### config.mk
export PLATFORM = sky130hd
export DESIGN_NAME = dpram_burst_master_flat
export DESIGN_NICKNAME = d
export VERILOG_FILES = /design/src/rtl/dpram_burst_master_pkg.sv /design/src/rtl/dpram_burst_master_if.sv /design/src/rtl/dpram_burst_master_skid.sv /design/src/rtl/dpram_burst_master.sv /design/src/flat_wrapper.sv
export SDC_FILE = /design/constraint.sdc
export NUM_CORES = 1
export LEC_CHECK = 0
export ABC_AREA = 1
export CORE_ASPECT_RATIO = 1.75
export CORE_MARGIN = 2
export CORE_UTILIZATION = 54
export DETAILED_ROUTE_END_ITERATION = 16
export PLACE_DENSITY = 0.89
export REMOVE_ABC_BUFFERS = 1
export SLEW_MARGIN = 10
export SYNTH_ARGS = -nofsm -noshare
export SYNTH_HDL_FRONTEND = slang
export SYNTH_SLANG_ARGS = --single-unit
### constraint.sdc
create_clock -name clk -period 7.05 [get_ports clk]
set_input_delay 1.41 -clock clk [delete_from_list [all_inputs] [get_ports clk]]
set_output_delay 1.41 -clock clk [all_outputs]
set_load 0.03 [all_outputs]
### src/rtl/dpram_burst_master_pkg.sv
// dpram_burst_pkg: engine states and default widths for dpram_burst_master
package dpram_burst_pkg;
  localparam int WI = 8;
  localparam int DEP = 16;
  localparam int ADD = 4;
  typedef enum logic {W_IDLE, W_RUN} wr_state_t;
  typedef enum logic [1:0] {R_IDLE, R_RUN, R_DRAIN} rd_state_t;
endpackage

### src/rtl/dpram_burst_master_if.sv
// dpram_burst_master_if: command, stream and RAM-port bundle between dpram_burst_master and its peers
interface dpram_burst_master_if
  import dpram_burst_pkg::*;
#(
  parameter int wi = WI,
  parameter int add = ADD
);
  logic wr_start;
  logic [add-1:0] wr_base;
  logic [add:0] wr_len;
  logic s_valid;
  logic [wi-1:0] s_data;
  logic s_ready;
  logic wr_done;
  logic rd_start;
  logic [add-1:0] rd_base;
  logic [add:0] rd_len;
  logic m_valid;
  logic [wi-1:0] m_data;
  logic m_ready;
  logic rd_done;
  logic wr;
  logic [add-1:0] wa;
  logic [wi-1:0] din;
  logic rd;
  logic [add-1:0] ra;
  logic [wi-1:0] dout;
  modport master (
    input wr_start, wr_base, wr_len, s_valid, s_data, rd_start, rd_base, rd_len, m_ready, dout,
    output s_ready, wr_done, m_valid, m_data, rd_done, wr, wa, din, rd, ra
  );
  modport slave (
    output wr_start, wr_base, wr_len, s_valid, s_data, rd_start, rd_base, rd_len, m_ready, dout,
    input s_ready, wr_done, m_valid, m_data, rd_done, wr, wa, din, rd, ra
  );
endinterface

### src/rtl/dpram_burst_master_skid.sv
// dpram_skid: 2-entry fall-through buffer for RAM read data with valid/ready output
module dpram_skid
  import dpram_burst_pkg::*;
#(
  parameter int wi = WI
) (
  input logic clk,
  input logic rst,
  input logic in_valid,
  input logic [wi-1:0] in_data,
  input logic out_ready,
  output logic out_valid,
  output logic [wi-1:0] out_data,
  output logic [1:0] used
);
  logic [wi-1:0] mem [2];
  logic rp, wp, push, take;
  always_comb begin
    out_valid = in_valid || used != 2'd0;
    out_data = used != 2'd0 ? mem[rp] : in_valid ? in_data : '0;
    take = out_valid && out_ready && used != 2'd0;
    push = in_valid && !(out_ready && used == 2'd0);
  end
  always_ff @(posedge clk)
    if (rst) begin
      mem <= '{default: '0};
      rp <= 1'b0;
      wp <= 1'b0;
      used <= 2'd0;
    end else begin
      if (push) mem[wp] <= in_data;
      wp <= wp ^ push;
      rp <= rp ^ take;
      used <= used + 2'(push) - 2'(take);
    end
endmodule

### src/rtl/dpram_burst_master.sv
// dpram_burst_master: dual_port_syn burst initiator; DPRAM_BURST_COLLISION_EN stalls same-address reads and adds collision_cnt
module dpram_burst_master
  import dpram_burst_pkg::*;
#(
  parameter int wi = WI,
  parameter int dep = DEP,
  parameter int add = ADD
) (
  input logic clk,
  input logic rst,
  dpram_burst_master_if.master bus
`ifdef DPRAM_BURST_COLLISION_EN
  ,
  output logic [add:0] collision_cnt
`endif
);
  wr_state_t w_st, w_nx;
  rd_state_t r_st, r_nx;
  logic [add-1:0] w_addr, r_addr;
  logic [add:0] w_rem, r_rem;
  logic beat, w_go, w_zero, w_last, r_go, r_zero, cap, credit, stall, issue, last, pop, z_done, m_valid;
  logic [1:0] used;
  logic [wi-1:0] m_data;
  always_comb begin
    w_go = w_st == W_IDLE && bus.wr_start;
    w_zero = w_go && bus.wr_len == '0;
    beat = w_st == W_RUN && bus.s_valid;
    w_last = beat && w_rem == (add+1)'(1);
    w_nx = w_go && !w_zero ? W_RUN : w_last ? W_IDLE : w_st;
    r_go = r_st == R_IDLE && bus.rd_start;
    r_zero = r_go && bus.rd_len == '0;
    pop = m_valid && bus.m_ready;
    credit = r_st == R_RUN && {1'b0, used} + 3'(bus.rd) + 3'(cap) - 3'(pop) < 3'd2;
`ifdef DPRAM_BURST_COLLISION_EN
    stall = beat && w_addr == r_addr;
`else
    stall = 1'b0;
`endif
    issue = credit && !stall;
    last = r_st == R_DRAIN && !bus.rd && {1'b0, used} + 3'(cap) == 3'd1 && pop;
    r_nx = r_go && !r_zero ? R_RUN : issue && r_rem == (add+1)'(1) ? R_DRAIN : last ? R_IDLE : r_st;
  end
  assign bus.s_ready = w_st == W_RUN;
  assign bus.m_valid = m_valid;
  assign bus.m_data = m_data;
  assign bus.rd_done = z_done || last;
  always_ff @(posedge clk) begin
    w_st <= rst ? W_IDLE : w_nx;
    r_st <= rst ? R_IDLE : r_nx;
  end
  always_ff @(posedge clk)
    if (rst) begin
      w_addr <= '0;
      w_rem <= '0;
      bus.wr <= 1'b0;
      bus.wa <= '0;
      bus.din <= '0;
      bus.wr_done <= 1'b0;
    end else begin
      bus.wr <= beat;
      bus.wr_done <= w_zero || w_last;
      if (w_go) begin
        w_addr <= bus.wr_base;
        w_rem <= bus.wr_len;
      end
      if (beat) begin
        bus.wa <= w_addr;
        bus.din <= bus.s_data;
        w_addr <= w_addr == add'(dep - 1) ? '0 : w_addr + 1'b1;
        w_rem <= w_rem - 1'b1;
      end
    end
  always_ff @(posedge clk)
    if (rst) begin
      r_addr <= '0;
      r_rem <= '0;
      bus.rd <= 1'b0;
      bus.ra <= '0;
      cap <= 1'b0;
      z_done <= 1'b0;
    end else begin
      bus.rd <= issue;
      cap <= bus.rd;
      z_done <= r_zero;
      if (r_go) begin
        r_addr <= bus.rd_base;
        r_rem <= bus.rd_len;
      end
      if (issue) begin
        bus.ra <= r_addr;
        r_addr <= r_addr == add'(dep - 1) ? '0 : r_addr + 1'b1;
        r_rem <= r_rem - 1'b1;
      end
    end
`ifdef DPRAM_BURST_COLLISION_EN
  always_ff @(posedge clk)
    if (rst) collision_cnt <= '0;
    else if (credit && stall && collision_cnt != '1) collision_cnt <= collision_cnt + 1'b1;
`endif
  dpram_skid #(.wi(wi)) skid (
    .clk(clk),
    .rst(rst),
    .in_valid(cap),
    .in_data(bus.dout),
    .out_ready(bus.m_ready),
    .out_valid(m_valid),
    .out_data(m_data),
    .used(used)
  );
endmodule

### src/flat_wrapper.sv
// flat-port wrapper written by rule: the top's interface ports become plain ports
module dpram_burst_master_flat import dpram_burst_pkg::*;
#(
  parameter int wi = WI,
  parameter int dep = DEP,
  parameter int add = ADD
)
  (clk, rst, bus_wr_start, bus_wr_base, bus_wr_len, bus_s_valid, bus_s_data, bus_rd_start, bus_rd_base, bus_rd_len, bus_m_ready, bus_dout, bus_s_ready, bus_wr_done, bus_m_valid, bus_m_data, bus_rd_done, bus_wr, bus_wa, bus_din, bus_rd, bus_ra);
  dpram_burst_master_if #(.wi(wi), .add(add)) bus_i ();
  input logic clk;
  input logic rst;
  input wire logic [$bits(bus_i.wr_start)-1:0] bus_wr_start;
  input wire logic [$bits(bus_i.wr_base)-1:0] bus_wr_base;
  input wire logic [$bits(bus_i.wr_len)-1:0] bus_wr_len;
  input wire logic [$bits(bus_i.s_valid)-1:0] bus_s_valid;
  input wire logic [$bits(bus_i.s_data)-1:0] bus_s_data;
  input wire logic [$bits(bus_i.rd_start)-1:0] bus_rd_start;
  input wire logic [$bits(bus_i.rd_base)-1:0] bus_rd_base;
  input wire logic [$bits(bus_i.rd_len)-1:0] bus_rd_len;
  input wire logic [$bits(bus_i.m_ready)-1:0] bus_m_ready;
  input wire logic [$bits(bus_i.dout)-1:0] bus_dout;
  output wire logic [$bits(bus_i.s_ready)-1:0] bus_s_ready;
  output wire logic [$bits(bus_i.wr_done)-1:0] bus_wr_done;
  output wire logic [$bits(bus_i.m_valid)-1:0] bus_m_valid;
  output wire logic [$bits(bus_i.m_data)-1:0] bus_m_data;
  output wire logic [$bits(bus_i.rd_done)-1:0] bus_rd_done;
  output wire logic [$bits(bus_i.wr)-1:0] bus_wr;
  output wire logic [$bits(bus_i.wa)-1:0] bus_wa;
  output wire logic [$bits(bus_i.din)-1:0] bus_din;
  output wire logic [$bits(bus_i.rd)-1:0] bus_rd;
  output wire logic [$bits(bus_i.ra)-1:0] bus_ra;
  assign bus_i.wr_start = bus_wr_start;
  assign bus_i.wr_base = bus_wr_base;
  assign bus_i.wr_len = bus_wr_len;
  assign bus_i.s_valid = bus_s_valid;
  assign bus_i.s_data = bus_s_data;
  assign bus_i.rd_start = bus_rd_start;
  assign bus_i.rd_base = bus_rd_base;
  assign bus_i.rd_len = bus_rd_len;
  assign bus_i.m_ready = bus_m_ready;
  assign bus_i.dout = bus_dout;
  assign bus_s_ready = bus_i.s_ready;
  assign bus_wr_done = bus_i.wr_done;
  assign bus_m_valid = bus_i.m_valid;
  assign bus_m_data = bus_i.m_data;
  assign bus_rd_done = bus_i.rd_done;
  assign bus_wr = bus_i.wr;
  assign bus_wa = bus_i.wa;
  assign bus_din = bus_i.din;
  assign bus_rd = bus_i.rd;
  assign bus_ra = bus_i.ra;
  dpram_burst_master #(.wi(wi), .dep(dep), .add(add)) u_core (.clk(clk), .rst(rst), .bus(bus_i));
endmodule
==> metrics.md, run 1 <==
| Metric | Value |
|---|---|
| Vias in the first global route | approximately 3100 |
| Die H | around 100 um |
| PwrDens | 344 nW/um2 |
| Core area | 5590 um2 |
| Clock Power Share | about 22% |
| Post-DR vias/cell | 5.27 |
| Final HPWL DP | roughly 5.7 mm |
| Vias | slightly above 3000 |
| Met1 Usage GRT | between 20% and 30% |
| RSZ-0062 raised after global routing | no |
| Synthesized cell area | 3110 um2 |
| FF-to-FF path depth | 15 |
| Worst skew pair latency | ~0.34 ns |
| Critical path type | in2out |
| Largest area contributor in the netlist | dfxtp_1 |
| Num CTS Buffers | 9 |
| Postcts setup bufs | 0 |
| CTS tree | yes |
| Yosys reg bits | 62 |
| Status | completed |
| Port-buffer cells | 69 |
| Static leakage | between 0.0015 and 0.002 uW |
| Post-synth top cells | 88 x nand2_1, 76 x nor2_1, 62 x dfxtp_1 |
| Clk buf depth | 2 |
| First-pass GRT wire length | between 10 and 15 mm |
| Final period utilization | approximately 62% |
| Tot Pwr | roughly 1400 uW |
| Pin count of the biggest net entering global routing | 44 |
| Asr flop ratio synth | 0% |
| Layout cells sized above 1 | 5.72% |
| Top cell type's share of synthesized area | around 40% |
| Cell count after synthesis | roughly 440 |
| Antenna violations before repair | 0 |
| Top_reg_cell synth | dfxtp_1 |
| Int Power | slightly above 800 uW |
| Clock transition at path regs | 0.06 ns |
| Final Worst Setup Slack | roughly 2.7 ns |
| Ports | 70 |
| GPL Wtd Cong | 0.833 |
| Clock sinks | 62 |
| Total negative slack | 0 ns |
| Syn_area_per_cell | between 7 and 8 um2 |
| H-tree Lvls | 3 |
| DR WL/cell | between 10 and 15 um |
| Combinational share of power | between 40% and 50% |
| Drt total wl | slightly below 8 mm |
| Post-cts hold buffer count | 0 |
| Main area contributors after synthesis | dfxtp_1 40%, nand2_1 11%, nor2_1 9.2%, o21ai_0 6.4%, ha_1 5.6% |
| Final setup viols | 0 |
| Pins Over Slew Limit | 0 |
| CTS Root Cell | clkbuf_8 |
| GR Util met2 | ~46% |
| Hold slack | around 0.47 ns |
| Warnings, synthesis | 0 |
| Tmin final | about 4.4 ns |
| Slew HR | about a quarter |
| Most frequent cell after synthesis | nand2_1 |
| Final nets | ~560 |
| Die ar. | 6400 um2 |
| Reg power frac | between 30% and 40% |
| DRT Pass-1 Iters | 4 |
| Startpoint types | input port |
| Row count | 36 |
| Crit path max fanout | 2 |
| Met3 GRT Util | 6.72% |
| Depth of the worst hold-timing path | 2 |
| Pre-CTS WS | 2.67 ns |
| Die width | between 60 and 70 um |
| Final antenna-violating net count | 0 |
| HP Class | reg2reg |
| Net Sw Frac | about two fifths |
| Initial drt markers | between 150 and 200 |
| Critical Path RT | 5.64 ns |
| Total gr overflow | 0 |
| CP endpoint kind | primary output |
| GRT Overall Usage | 25.6% |
| DRC | 0 |
| Cts repair resizes | 0 |
| Antenna Cells | 0 |
| Final clock skew | between 0.01 and 0.015 ns |
| Seq/Total Area, Yosys | between 30% and 40% |
| GR peak layer | met2 |
| Sw Pwr | ~560 uW |
| Starting Density | 55.6% |
| Least-Margin Pin Slew | roughly 1.1 ns |
| Area growth from synthesis to layout | 28.5% |
| Fin. Hold Viols | 0 |
| Post-Route Utilization | between 70% and 80% |
| Arr. time, crit path | around 3 ns |
| VDD IR-drop max | roughly 190 uV |
| FMAX | roughly 0.23 GHz |
| Max Cap Viol | 0 |
| Yosys cell types | 33 |
| Post-synth EDFFs | 0 |
logic make-up after synthesis:
kind of cell    Yosys count  share of synthesized area, %
flops                    62                          39.9
compound gates           90                          15.7
buf+inv                  62                          8.45
fa+ha+maj                15                          6.28
xor+xnor                  5                          1.41
simple gates            205                          28.2
power groups by stage:
| stage | logic [uW] | registers [uW] | clock network [uW] |
|---|---|---|---|
| global route | 689 | 458 | 320 |
| CTS | 625 | 449 | 305 |
| global placement | 597 | 454 | 0 |
| floorplan | 400 | 464 | 0 |
| detailed placement | 618 | 457 | 0 |
| finish | 623 | 450 | 300 |
registers in the layout, indices dropped and copies added (netlist names), 4 cells and up:
register	cells
u_core.bus.din	8
u_core.bus.ra	4
u_core.bus.wa	4
u_core.r_addr	4
u_core.r_rem	5
u_core.skid.mem	16
u_core.w_addr	4
u_core.w_rem	5
area by class of cell:
cell class                 count  area (um2)
multi-input combinational    315        1600
fill                         471        1590
sequential                    62        1240
timing repair buffer          70         698
inverter                      45         169
clock buffer                  10         138
tap                           76        95.1
clock inverter                 5        50.0
worst paths after layout:
| check | from | endpoint | slack (ns) |
|---|---|---|---|
| setup reg to reg | u_core.skid.used[1]$_SDFF_PP0_ | u_core.r_addr[0]$_SDFFE_PP0P_ | 3.96 |
| hold / removal | u_core.bus.wa[0]$_SDFFE_PP0P_ | u_core.bus.wa[0]$_SDFFE_PP0P_ | 0.47 |
| hold reg to reg | u_core.bus.wa[0]$_SDFFE_PP0P_ | u_core.bus.wa[0]$_SDFFE_PP0P_ | 0.47 |
| setup / recovery | bus_m_ready | bus_rd_done | 2.67 |
layer usage:
metal / wire length (um) / up-vias
li1: - / 1546
met1: 2790 / 1413
met4: 306 / 0
met5: 0 / -
met2: 4300 / 87
met3: 314 / 27
placed cells by master (no fill, tap or decap), drive strengths merged:
cell,count
nand2,93
nor2,79
clkdlybuf4s50,69
dfxtp,62
inv,45
o21ai,45
a21oi,32
nand3,27
ha,14
clkbuf,10
a22oi,8
xnor2,4
nand4,4
clkinv,4
o211ai,3
a21o,1
xor2,1
nand3b,1
o22ai,1
nor3,1
fa,1
bufinv,1
buf,1
critical path: stages:
cell	delay (ns)
clkdlybuf4s50_1	0.50
inv_1	0.08
a21oi_1	0.17
nand2_1	0.09
nand2_1	0.06
clkdlybuf4s50_1	0.66
through the flow:
step	instances	instance area, um2
6_report	583	4000
5_1_grt	583	4000
4_1_cts	583	4000
3_5_place_dp	568	3810
3_3_place_gp	568	3810
2_1_floorplan	422	3010
(Power assumes the default switching activity.)
==> inputs of run 2 (changes only) <==
- CORE_UTILIZATION: 54 -> 50
- PLACE_DENSITY: 0.89 -> 0.83
- clock period: 7.05 -> 4.6 ns (I/O delays scaled with it)
==> metrics.md, run 2 (synthesized netlist as in run 1, its figures left out) <==
| Metric | Value |
|---|---|
| Total gr overflow | 0 (unchanged) |
| Vias | 3017 (-1.8%) |
| GPL Wtd Cong | 0.851 (+2.1%) |
| H-tree Lvls | 3 (unchanged) |
| Layout cells sized above 1 | 6.09% (+0.37 points) |
| First-pass GRT wire length | 12.8 mm (+0.33%) |
| DRT Pass-1 Iters | 4 (unchanged) |
| Post-DR vias/cell | 5.12 (-2.8%) |
| Final antenna-violating net count | 0 (unchanged) |
| Final instance area | 4030 um2 (+0.75%) |
| Final non-filler cell total | 589 (+1.0%) |
| Clk buf depth | 2 (unchanged) |
| Final period utilization | between 70% and 80% |
| Worst r2r dst | u_core.r_addr[0]$_SDFFE_PP0P_ |
| Dpl cells | 573 (+0.88%) |
| Fillcell total | 576 (+22%) |
| R2r setup slk | 1.53 ns (-2.43 ns) |
| CP endpoint kind | primary output |
| Cts repair resizes | 0 (unchanged) |
| Antenna Cells | 0 (unchanged) |
| Final nets | 559 (+0.18%) |
| Fin. Hold Viols | 0 (unchanged) |
| Num CTS Buffers | 9 (unchanged) |
| Critical Path RT | 3.68 ns (-1.96 ns) |
| DRC | 0 (unchanged) |
| Critical path type | in2out |
| DR WL/cell | 13.1 um (-1.1%) |
| Net Sw Frac | 41.5% (+0.71 points) |
| Drt total wl | 7.70 mm (-0.10%) |
| FF-to-FF path depth | 15 (unchanged) |
| Worst skew pair latency | 0.35 ns (about the same) |
| Total negative slack | 0 ns (unchanged) |
| Sw Pwr | 883 uW (+58%) |
| Row count | 38 (+5.6%) |
| Top Registers | u_core.skid.mem: 16 flops, u_core.bus.din: 8 flops |
| Max Cap Viol | 0 (unchanged) |
| Area growth from synthesis to layout | 29.5% |
| Final HPWL DP | 5.72 mm (+0.64%) |
| Die ar. | 6890 um2 (+7.6%) |
| Commonest cells after routing, fill and taps aside | 88 x nand2_1, 76 x nor2_1, 69 x clkdlybuf4s50_1 |
| Crit path max fanout | 2 (unchanged) |
| Post-cts hold buffer count | 0 (unchanged) |
| Status | completed |
| FMAX | between 0.2 and 0.3 GHz |
| Reg power frac | 32.5% (-0.3 points) |
| Core area | 6090 um2 (+9.0%) |
| CTS tree | yes |
| Pins Over Slew Limit | 0 (unchanged) |
| Pin count of the biggest net entering global routing | 44 (unchanged) |
| Slew HR | 24.6% (+1.0 points) |
| Clock Power Share | 23.0% (+1.2 points) |
| Least-Margin Pin Slew | 1.13 ns (-0.0150 ns) |
| CTS Root Cell | clkbuf_8 |
| Post-Route Utilization | 66.1% (-5.4 points) |
| Startpoint types | input port |
| Ports | 70 (unchanged) |
| Initial drt markers | 123 (-32%) |
| Starting Density | 51.1% (-4.6 points) |
| GRT Overall Usage | 23.7% (-1.9 points) |
| Die H | 108 um (+3.8%) |
| Clock transition at path regs | 0.07 ns (about the same) |
| RSZ-0062 raised after global routing | no |
| Max reg flops | 16 (unchanged) |
| Tmin final | 3.48 ns |
| Antenna violations before repair | 0 (unchanged) |
| R2r startpoint | u_core.skid.used[1]$_SDFF_PP0_ |
| Int Power | 1240 uW (+53%) |
| Final setup viols | 0 (unchanged) |
| VDD IR-drop max | 313 uV (+62%) |
| Final clock skew | 0.0129 ns (+0.0000705 ns) |
| Top reg by flops | u_core.skid.mem |
| Die width | 63.6 um (+3.7%) |
| Combinational share of power | 44.4% (-1.0 points) |
| Arr. time, crit path | 2.56 ns (-0.41 ns) |
| Hold slack | 0.464 ns (-0.00251 ns) |
| Static leakage | 0.00174 uW (+0.20%) |
| Worst Setup EP | bus_rd_done |
| Clock sinks | 62 (unchanged) |
| Commonest non-fill, non-tap cell in the layout | nand2_1 |
| Postcts setup bufs | 0 (unchanged) |
| HP Class | reg2reg |
| Worst setup startpoint | bus_m_ready |
| PwrDens | 529 nW/um2 (+54%) |
| Port-buffer cells | 69 (unchanged) |
| Placed Area | 3820 um2 (+0.33%) |
| Vias in the first global route | 2953 (-4.6%) |
==> run 2: changes by cell type in the layout (fill, tap and decap cells not counted), sizes merged <==
cell | previous run | this run
buf | 1 | 2
clkinvlp | 0 | 1
clkbuf | 10 | 9
inv | 45 | 47
clkinv | 4 | 3
==> run 2: power groups by stage <==
stage	sequential [uW]	clock (uW)	combinational (uW)
after global routing	703	526	1040
after CTS	690	501	951
after floorplan	711	0	614
after global placement	698	0	916
after detailed placement	702	0	946
final	692	490	946
==> run 2: per-layer routing <==
| layer | wire [um] | GRT usage [%] |
|---|---|---|
| met1 | 3030 | 23.3 |
| met2 | 4240 | 46.0 |
| met3 | 275 | 5.41 |
| met5 | 0 | 0 |
| met4 | 159 | 10.9 |
==> run 2: stage by stage <==
step                total power, uW  worst slack [ns]
floorplan                      1320              1.33
global placement               1610             0.946
detailed placement             1650             0.817
CTS                            2140              1.11
global route                   2270             0.967
finish                         2130              1.12
==> run 2: cell type report <==
class	instances	area, um2	area share (%)
Sequential cell	62	1240	30.8
Inverter	45	169	4.20
Timing Repair Buffer	71	706	17.5
Clock inverter	7	81.3	2.02
Clock buffer	9	124	3.08
Tap cell	80	100	2.49
Multi-Input combinational cell	315	1600	39.9
==> run 2: worst min-delay path by stage <==
stage	slack (ns)	to	depth (start not counted)	start
floorplan	0.45	u_core.r_st[1]$_SDFFE_PP0P_	2	u_core.r_st[1]$_SDFFE_PP0P_
global route	0.49	u_core.bus.ra[0]$_SDFFE_PP0N_	2	u_core.bus.ra[0]$_SDFFE_PP0N_
detailed placement	0.46	u_core.bus.ra[0]$_SDFFE_PP0N_	2	u_core.bus.ra[0]$_SDFFE_PP0N_
CTS	0.47	u_core.bus.ra[0]$_SDFFE_PP0N_	2	u_core.bus.ra[0]$_SDFFE_PP0N_
finish	0.46	u_core.bus.ra[0]$_SDFFE_PP0N_	2	u_core.bus.ra[0]$_SDFFE_PP0N_
global placement	0.45	u_core.bus.ra[0]$_SDFFE_PP0N_	2	u_core.bus.ra[0]$_SDFFE_PP0N_
==> run 2: critical path, stage by stage <==
cell and delay (ns):
clkdlybuf4s50_1 0.50, inv_1 0.07, a21oi_1 0.18, nand2_1 0.09
nand2_1 0.09, clkdlybuf4s50_1 0.69
==> inputs of run 3 (changes only) <==
- clock period: 4.6 -> 3.2 ns (I/O delays scaled with it)
==> metrics.md, run 3 (synthesized netlist as in run 1, its figures left out) <==
| Metric | Value |
|---|---|
| Final nets | 567 (+1.4%) |
| FF-to-FF path depth | 13 (-2) |
| GPL Wtd Cong | 0.817 (-4.0%) |
| Top Registers | u_core.skid.mem: 16 flops, u_core.bus.din: 8 flops |
| CP endpoint kind | primary output |
| Die H | 108 um (unchanged) |
| Post-cts hold buffer count | 0 (unchanged) |
| Layout cells sized above 1 | 7.74% (+1.6 points) |
| VDD IR-drop max | 427 uV (+36%) |
| Port-buffer cells | 69 (unchanged) |
| CTS tree | yes |
| Drt total wl | 7.60 mm (-1.3%) |
| HP Class | reg2reg |
| Initial drt markers | 191 (+55%) |
| Antenna violations before repair | 0 (unchanged) |
| RSZ-0062 raised after global routing | no |
| Post-Route Utilization | 66.8% (+0.68 points) |
| Hold slack | 0.469 ns (+0.00430 ns) |
| DR WL/cell | 12.7 um (-2.6%) |
| Post-DR vias/cell | 5.13 (+0.23%) |
| Clock sinks | 62 (unchanged) |
| Top reg by flops | u_core.skid.mem |
| Worst r2r dst | u_core.r_addr[3]$_SDFFE_PP0P_ |
| Worst setup startpoint | u_core.cap$_SDFF_PP0_ |
| Row count | 38 (unchanged) |
| Arr. time, crit path | 2.39 ns (-0.17 ns) |
| Max reg flops | 16 (unchanged) |
| Tmin final | 3.03 ns |
| Max Cap Viol | 0 (unchanged) |
| Final setup viols | 0 (unchanged) |
| Vias | 3065 (+1.6%) |
| Worst Hold Endpoint | u_core.bus.wa[0]$_SDFFE_PP0P_ |
| Core area | 6090 um2 (unchanged) |
| Commonest cells after routing, fill and taps aside | 88 x nand2_1, 76 x nor2_1, 69 x clkdlybuf4s50_1 |
| Static leakage | 0.00176 uW (+1.5%) |
| Cts repair resizes | 0 (unchanged) |
| Antenna Cells | 0 (unchanged) |
| Commonest non-fill, non-tap cell in the layout | nand2_1 |
| Final period utilization | 94.8% |
| Critical Path RT | 2.56 ns (-1.12 ns) |
| R2r startpoint | u_core.skid.used[1]$_SDFF_PP0_ |
| Final HPWL DP | 5.73 mm (+0.22%) |
| Ports | 70 (unchanged) |
| Worst hold start | u_core.bus.wa[0]$_SDFFE_PP0P_ |
| Final instance area | 4070 um2 (+1.0%) |
| Status | completed |
| R2r setup slk | 0.46 ns (-1.07 ns) |
| PwrDens | 741 nW/um2 (+40%) |
| Die ar. | 6890 um2 (unchanged) |
| Critical path type | reg2out |
| Die width | 63.6 um (unchanged) |
| DRC | 0 (unchanged) |
| Clk buf depth | 2 (unchanged) |
| FMAX | 0.330 GHz |
| Clock transition at path regs | 0.08 ns (about the same) |
| Vias in the first global route | 2918 (-1.2%) |
| Startpoint types | register |
| Num CTS Buffers | 9 (unchanged) |
| H-tree Lvls | 3 (unchanged) |
| Pins Over Slew Limit | 0 (unchanged) |
| Pin count of the biggest net entering global routing | 44 (unchanged) |
| Pre-CTS WS | -0.220 ns (-1.04 ns) |
| Final antenna-violating net count | 0 (unchanged) |
| Placed Area | 3880 um2 (+1.6%) |
| First-pass GRT wire length | 12.8 mm (+0.27%) |
| DRT Pass-1 Iters | 4 (unchanged) |
| Slew HR | 58.1% (+34 points) |
| Worst skew pair latency | 0.35 ns (about the same) |
| Least-Margin Pin Slew | 0.627 ns (-0.502 ns) |
| Depth of the worst hold-timing path | 2 (unchanged) |
| Total gr overflow | 0 (unchanged) |
| Final clock skew | 0.00864 ns (-0.00430 ns) |
| Area growth from synthesis to layout | 30.8% |
| Postcts setup bufs | 0 (unchanged) |
| Starting Density | 51.1% (unchanged) |
| Final Worst Setup Slack | 0.166 ns (-0.958 ns) |
| CTS Root Cell | clkbuf_8 |
| Fin. Hold Viols | 0 (unchanged) |
| Crit path max fanout | 9 (+7) |
| GRT Overall Usage | 23.6% (-0.15 points) |
-- run 3: per-stage QoR --
step / TNS (ns) / power, uW / instances
floorplan: -0.157 / 1900 / 422
global placement: -1.01 / 2350 / 581
global route: 0 / 3220 / 597
finish: 0 / 3010 / 597
detailed placement: -2.38 / 2400 / 581
CTS: 0 / 3040 / 597
-- run 3: how the worst max path moves through the flow --
stage / to / slack [ns]
5_1_grt: bus_rd_done / 0.004
6_report: bus_rd_done / 0.17
2_1_floorplan: u_core.r_addr[0]$_SDFFE_PP0P_ / -0.07
3_5_place_dp: u_core.r_addr[3]$_SDFFE_PP0P_ / -0.22
4_1_cts: u_core.r_addr[3]$_SDFFE_PP0P_ / 0.13
3_3_place_gp: u_core.r_addr[3]$_SDFFE_PP0P_ / -0.13
-- run 3: layout make-up --
class	instances	area [um2]
Clock buffer	9	124
Fill cell	578	2020
Clock inverter	7	58.8
Timing Repair Buffer	79	766
Sequential cell	62	1240
Inverter	45	169
Tap cell	80	100
Multi-Input combinational cell	315	1610
-- run 3: where the power goes --
part / internal (uW) / leakage [uW] / switching (uW)
clock: 289 / 0.0000864 / 343
sequential: 880 / 0.000506 / 109
combinational: 568 / 0.00117 / 823
-- run 3: per-layer routing --
| layer | global-route usage, % | share of wire (%) | wire length, um |
|---|---|---|---|
| met1 | 23.9 | 39 | 3000 |
| met2 | 45.3 | 54 | 4130 |
| met3 | 4.68 | 3.5 | 265 |
| met4 | 11.0 | 2.8 | 211 |
| met5 | 0 | 0 | 0 |
-- run 3: worst max-delay path: stages, from the launching register on --
cell and delay, ns:
dfxtp_1 0.31, buf_4 0.16, ha_1 0.18, ha_1 0.28
nor2_1 0.10, nand3_1 0.08, nor2_1 0.08, nand2_1 0.07
nand2_1 0.08, clkdlybuf4s50_1 0.69
